$ cat config.mk
export PLATFORM = sky130hd
export DESIGN_NAME = mult_div_unit_flat
export DESIGN_NICKNAME = d
export VERILOG_FILES = /design/src/rtl/mult_div_unit_if.sv /design/src/rtl/mult_div_unit.sv /design/src/flat_wrapper.sv
export SDC_FILE = /design/constraint.sdc
export NUM_CORES = 1
export LEC_CHECK = 0
export CAP_MARGIN = 20
export CORE_MARGIN = 4
export CORE_UTILIZATION = 40
export CTS_BUF_LIST = sky130_fd_sc_hd__clkbuf_8
export DETAILED_ROUTE_END_ITERATION = 10
export SKIP_CTS_REPAIR_TIMING = 1
export SYNTH_ARGS = -nofsm -noshare
export SYNTH_HDL_FRONTEND = slang
export SYNTH_SLANG_ARGS = --single-unit
$ cat constraint.sdc
create_clock -name clk -period 3.95 [get_ports clk]
set_input_delay 0.79 -clock clk [delete_from_list [all_inputs] [get_ports clk]]
set_output_delay 0.79 -clock clk [all_outputs]
set_load 0.01 [all_outputs]
$ cat src/rtl/mult_div_unit_if.sv
// Handshake and operand/result bundle between the control unit and the
// iterative multiply/divide engine.
interface mult_div_unit_if #(
    parameter int WIDTH = 32
);
    logic             start;
    logic [1:0]       op;
    logic [WIDTH-1:0] a_in;
    logic [WIDTH-1:0] b_in;
    logic             busy;
    logic             done;
    logic             div_by_zero;
    logic [WIDTH-1:0] hi_out;
    logic [WIDTH-1:0] lo_out;

    modport master (
        output start, op, a_in, b_in,
        input  busy, done, div_by_zero, hi_out, lo_out
    );

    modport slave (
        input  start, op, a_in, b_in,
        output busy, done, div_by_zero, hi_out, lo_out
    );
endinterface

$ cat src/rtl/mult_div_unit.sv
// Iterative HI/LO engine: shift-add multiply and restoring divide on operand
// magnitudes, with a final sign-fix step for MULT/DIV.
module mult_div_unit #(
    parameter int WIDTH = 32
) (
    input  logic           clk,
    input  logic           reset,
    mult_div_unit_if.slave bus
);
    localparam int CNT_W = $clog2(WIDTH + 1);

    typedef enum logic [1:0] {S_IDLE, S_CALC, S_FIX, S_DONE} state_t;

    state_t             r_state, w_next;
    logic [CNT_W-1:0]   r_cnt;
    logic [1:0]         r_op;
    logic [WIDTH-1:0]   r_a, r_b;
    logic [2*WIDTH-1:0] r_acc;
    logic               r_neg_q, r_neg_r;
    logic               r_busy, r_done, r_dbz;
    logic [WIDTH-1:0]   r_hi, r_lo;

    logic               w_accept, w_b_zero, w_last;
    logic [WIDTH-1:0]   w_abs_a, w_abs_b;
    logic [WIDTH:0]     w_madd, w_rsh, w_rdiff;
    logic               w_ge;
    logic [2*WIDTH-1:0] w_mstep, w_dstep, w_acc_neg;
    logic [WIDTH-1:0]   w_fix_hi, w_fix_lo;

    assign w_accept = (r_state == S_IDLE) && bus.start;
    assign w_b_zero = (bus.b_in == '0);
    assign w_last   = (r_cnt == CNT_W'(WIDTH - 1));

    // op[0]=0 selects the signed variants
    assign w_abs_a = (!bus.op[0] && bus.a_in[WIDTH-1]) ? -bus.a_in : bus.a_in;
    assign w_abs_b = (!bus.op[0] && bus.b_in[WIDTH-1]) ? -bus.b_in : bus.b_in;

    // Multiply: multiplier sits in the low half and is consumed LSB first
    assign w_madd  = {1'b0, r_acc[2*WIDTH-1:WIDTH]} + {1'b0, (r_acc[0] ? r_a : '0)};
    assign w_mstep = {w_madd, r_acc[WIDTH-1:1]};

    // Divide: remainder in the high half, quotient bits shift into the low half
    assign w_rsh   = {r_acc[2*WIDTH-1:WIDTH], r_acc[WIDTH-1]};
    assign w_ge    = (w_rsh >= {1'b0, r_b});
    assign w_rdiff = w_rsh - {1'b0, r_b};
    assign w_dstep = {(w_ge ? w_rdiff[WIDTH-1:0] : w_rsh[WIDTH-1:0]), r_acc[WIDTH-2:0], w_ge};

    assign w_acc_neg = -r_acc;

    always_comb begin
        w_fix_hi = r_acc[2*WIDTH-1:WIDTH];
        w_fix_lo = r_acc[WIDTH-1:0];
        if (!r_op[1]) begin
            if (r_neg_q) {w_fix_hi, w_fix_lo} = w_acc_neg;
        end else begin
            if (r_neg_q) w_fix_lo = -r_acc[WIDTH-1:0];
            if (r_neg_r) w_fix_hi = -r_acc[2*WIDTH-1:WIDTH];
        end
    end

    always_ff @(posedge clk or negedge reset) begin
        if (!reset) r_state <= S_IDLE;
        else        r_state <= w_next;
    end

    // A DONE entered straight from IDLE (divide by zero) spends one cycle
    // raising done before it returns to IDLE.
    always_comb begin
        w_next = r_state;
        case (r_state)
            S_IDLE: if (bus.start) w_next = (bus.op[1] && w_b_zero) ? S_DONE : S_CALC;
            S_CALC: if (w_last) w_next = S_FIX;
            S_FIX:  w_next = S_DONE;
            S_DONE: if (r_done) w_next = S_IDLE;
            default: w_next = S_IDLE;
        endcase
    end

    always_ff @(posedge clk or negedge reset) begin
        if (!reset) begin
            r_cnt   <= '0;
            r_op    <= '0;
            r_a     <= '0;
            r_b     <= '0;
            r_acc   <= '0;
            r_neg_q <= 1'b0;
            r_neg_r <= 1'b0;
            r_busy  <= 1'b0;
            r_done  <= 1'b0;
            r_dbz   <= 1'b0;
            r_hi    <= '0;
            r_lo    <= '0;
        end else begin
            case (r_state)
                S_IDLE: if (w_accept) begin
                    r_op    <= bus.op;
                    r_a     <= w_abs_a;
                    r_b     <= w_abs_b;
                    r_acc   <= {{WIDTH{1'b0}}, (bus.op[1] ? w_abs_a : w_abs_b)};
                    r_neg_q <= !bus.op[0] && (bus.a_in[WIDTH-1] ^ bus.b_in[WIDTH-1]);
                    r_neg_r <= !bus.op[0] && bus.a_in[WIDTH-1];
                    r_cnt   <= '0;
                    r_dbz   <= 1'b0;
                    r_busy  <= 1'b1;
                end
                S_CALC: begin
                    r_acc <= r_op[1] ? w_dstep : w_mstep;
                    r_cnt <= r_cnt + 1'b1;
                end
                S_FIX: begin
                    r_hi   <= w_fix_hi;
                    r_lo   <= w_fix_lo;
                    r_done <= 1'b1;
                    r_busy <= 1'b0;
                end
                S_DONE: begin
                    if (r_done) begin
                        r_done <= 1'b0;
                    end else begin
                        r_done <= 1'b1;
                        r_dbz  <= 1'b1;
                        r_busy <= 1'b0;
                    end
                end
                default: ;
            endcase
        end
    end

    assign bus.busy        = r_busy;
    assign bus.done        = r_done;
    assign bus.div_by_zero = r_dbz;
    assign bus.hi_out      = r_hi;
    assign bus.lo_out      = r_lo;
endmodule

$ cat src/flat_wrapper.sv
// flat-port wrapper written by rule: the top's interface ports become plain ports
module mult_div_unit_flat 
#(
    parameter int WIDTH = 32
)
  (clk, reset, bus_start, bus_op, bus_a_in, bus_b_in, bus_busy, bus_done, bus_div_by_zero, bus_hi_out, bus_lo_out);
  mult_div_unit_if #(.WIDTH(WIDTH)) bus_i ();
  input  logic clk;
  input  logic reset;
  input wire logic [$bits(bus_i.start)-1:0] bus_start;
  input wire logic [$bits(bus_i.op)-1:0] bus_op;
  input wire logic [$bits(bus_i.a_in)-1:0] bus_a_in;
  input wire logic [$bits(bus_i.b_in)-1:0] bus_b_in;
  output wire logic [$bits(bus_i.busy)-1:0] bus_busy;
  output wire logic [$bits(bus_i.done)-1:0] bus_done;
  output wire logic [$bits(bus_i.div_by_zero)-1:0] bus_div_by_zero;
  output wire logic [$bits(bus_i.hi_out)-1:0] bus_hi_out;
  output wire logic [$bits(bus_i.lo_out)-1:0] bus_lo_out;
  assign bus_i.start = bus_start;
  assign bus_i.op = bus_op;
  assign bus_i.a_in = bus_a_in;
  assign bus_i.b_in = bus_b_in;
  assign bus_busy = bus_i.busy;
  assign bus_done = bus_i.done;
  assign bus_div_by_zero = bus_i.div_by_zero;
  assign bus_hi_out = bus_i.hi_out;
  assign bus_lo_out = bus_i.lo_out;
  mult_div_unit #(.WIDTH(WIDTH)) u_core (.clk(clk), .reset(reset), .bus(bus_i));
endmodule
==> run metrics <==
status=completed; highest clock rate=269 MHz; Max Cap Viol=0; Yosys Warn Count=0; met3 Track Usage GR=5.13%; vias in the first global route=14557; M1 GR Usage=35.5%; gr busiest metal=met2; Main synth FF type=dfrtp_1; Async SR Flop Fraction=100%; Final Setup Violations=0; Clk Latency, worst-skew pair=roughly 600 ps; CP max stage cell=dfrtp_1; CP bufs+invs=1; Clock Pin Slew Worst Setup and Hold Paths=60 ps; die area=41600 um^2; routed wire length=55000 um; total vias in the final route=14742; Compound-Gate Fraction of Synth Area=approximately a quarter; Port Buffer Count=about 140; post-route ant nets=0; Worst Path Arrival=around 4200 ps; io pins=136; Logic pwr share=59.6%; TritonCTS clock tree=built; height of the die=roughly 200 um; worst path cell trace=inv_1, fa_1, nand2b_1, a21oi_1, o2111a_1, o211a_1, o21a_1, o221a_2, o2111ai_1, a21oi_1, a32o_1; commonest non-fill, non-tap cells in the layout=dfrtp_1 (205), nand2_1 (203), a21oi_1 (188); largest family of logic cells by synthesized area=compound AO/OA/AOI/OAI gates; worst-margin pin slew=1070 ps; clk sinks=~200; total global routing overflow=0; Iteration-0 DRC Markers=1220; register area share after synthesis=33.6%; Post-Place Cells=2483; P_int=between 8 and 9 mW; power density cells=840 nW/um^2; total power draw=15.5 mW; Tmin final=approximately 3700 ps; CP peak stage delay=just over 600 ps; Post-Synth XOR/XNOR Area=approximately a tenth; CORE AREA=37800 um^2; post-layout util=49.0%; Mapped Nets=2003; detailed placer's ending HPWL=42500 um; routed vias/inst=5.77; Starting Density=40.7%; non-filler instance count after layout=approximately 2600; switching power share of the total=a little under half; routed length per instance=21.6 um; fin crit share=94.1%; Mapped Area=around 15000 um^2; EDFF count, synth=0; first-pass GRT wire length=84500 um; # DRC=0; final hold violations=0; crit path kind=register to register; synthesized instance count=1859; grt met2 use=41.5%; routability cong.=0.940; HP Class=input port to asynchronous set/reset pin; leak pwr=8.09 nW; FILL cells=between 3000 and 4000; clock skew=around 36 ps; CP dominant cell by count=a21oi_1; Peak VDD IR=0.000709 V; Area Overhead vs Synth=20.4%; clock share of power=14.9%; Post-Synth Simple-Gate Area=17.4%; most common cell after layout, fill and taps aside=dfrtp_1; largest net degree at the start of global routing=78; total CTS buffers=38; Switch Pwr=7.29 mW; std cell rows=71; pre-CTS WS=just over 60 ps; Worst path top cell family by delay=compound AO/OA/AOI/OAI gates; Synth cell types=74; TNS Setup=0 ps; CP endpoint kind=register; GRT Resource Usage Total=25.9%; #FFs+latches synth=between 200 and 250; mux share of post-synthesis cell area=under 10%; CTS Root Cell=clkbuf_8; Critical Path RT=roughly 4500 ps; fraction of final layout cells sized beyond drive strength 1=10.2%; Post-Synth Adder-Cell Area=6.21%; Setup crit start kind=register; CTS Buffer Depth=3; H-Tree Level Count=2; fin. max-slew vios=0; Slew headroom=roughly 28%; antenna violations before repair=2; Die X=204 um; maximum fanout along the worst path=9; Pre-antenna DRT Iters=6; setup repair after global routing missed its margin=false; setup slack after layout=234 ps; Mean Syn Cell Area=8.26 um^2; nets=roughly 2200; Seq pwr share=25.5%
-- power groups by stage --
stage                     Sequential, mW  Clock (mW)  Combinational [mW]
after floorplan                     3.81           0                5.97
final                               3.96        2.31                9.25
after detailed placement            3.97           0                9.15
after global routing                4.08        2.47                10.1
after CTS                           3.95        2.37                9.19
after global placement              3.94           0                9.03
-- layout make-up --
cell class / count / area [um^2] / area share [%]
inverters: 79 / 297 / 1.60
repair buffers: 214 / 1990 / 10.8
clock inverters: 16 / 123 / 0.663
multi-input cells: 1473 / 9550 / 51.7
well taps: 511 / 639 / 3.46
flip-flops and latches: 206 / 5160 / 27.9
clock buffers: 53 / 729 / 3.95
diodes: 1 / 2.50 / 0.0135
-- metrics by stage --
stage / instance area (um^2) / hold WS, ps
after floorplan: 15400 / 438
after global placement: 17600 / 457
after detailed placement: 17600 / 464
after CTS: 18500 / 190
after global routing: 18500 / 209
final: 18500 / 191
-- Yosys cell counts, drive strengths merged (11+ instances only) --
| library cell | count | area, um^2 |
|---|---|---|
| mux2 | 42 | 477 |
| o211ai | 15 | 113 |
| buf | 15 | 63.8 |
| or3 | 20 | 125 |
| nand2 | 204 | 766 |
| xnor2 | 81 | 709 |
| clkbuf | 86 | 323 |
| xor2 | 93 | 815 |
| o31ai | 27 | 203 |
| inv | 79 | 297 |
| dfrtp | 206 | 5150 |
| o21ai | 174 | 875 |
| nor2 | 138 | 518 |
| ha | 73 | 913 |
| nand3 | 28 | 145 |
| or4 | 15 | 120 |
| nor3 | 45 | 246 |
| nand4 | 18 | 113 |
| a211oi | 20 | 150 |
| nand2b | 11 | 68.8 |
| a21oi | 189 | 946 |
| mux2i | 30 | 300 |
| a31oi | 17 | 106 |
| a21o | 34 | 255 |
| a22oi | 15 | 113 |
| and2 | 41 | 256 |
| nor4 | 17 | 119 |
-- flip-flops by register name, summed over array words and instances (netlist names) --
name / cells
u_core.r_state: 2
u_core.r_neg_r: 1
u_core.r_neg_q: 1
u_core.bus.busy: 1
u_core.bus.done: 1
u_core.r_op: 1
u_core.r_a: 32
u_core.bus.hi_out: 32
u_core.r_b: 32
u_core.r_cnt: 6
u_core.r_acc: 64
u_core.bus.div_by_zero: 1
u_core.bus.lo_out: 32
-- worst paths after layout --
check	startpoint	endpoint	slack, ps	cells past startpoint
worst max-delay path	u_core.r_acc[33]	u_core.r_acc[63]	230	11
worst min-delay path	reset	u_core.bus.hi_out[18]	190	1
worst max register to register	u_core.r_acc[33]	u_core.r_acc[63]	230	11
worst min register to register	u_core.r_a[2]	u_core.r_a[2]	470	2
max in group asynchronous	reset	u_core.r_a[5]	2870	2
min in group clk	u_core.r_a[2]	u_core.r_a[2]	470	2
-- metal layers --
| layer | part of all wire, % | routed length (um) |
|---|---|---|
| met5 | 0.060 | 33 |
| met1 | 44 | 24500 |
| met3 | 6.6 | 3650 |
| met2 | 46 | 25200 |
| met4 | 3.1 | 1690 |
-- cell families after synthesis --
group                    after synthesis
AO/OA/AOI/OAI                        587
adder cells (fa/ha/maj)               75
AND/OR/NAND/NOR                      565
flip-flops                           206
XOR/XNOR                             174
multiplexers                          72
buffers and inverters                180
Power figures use the tool's default switching activity.
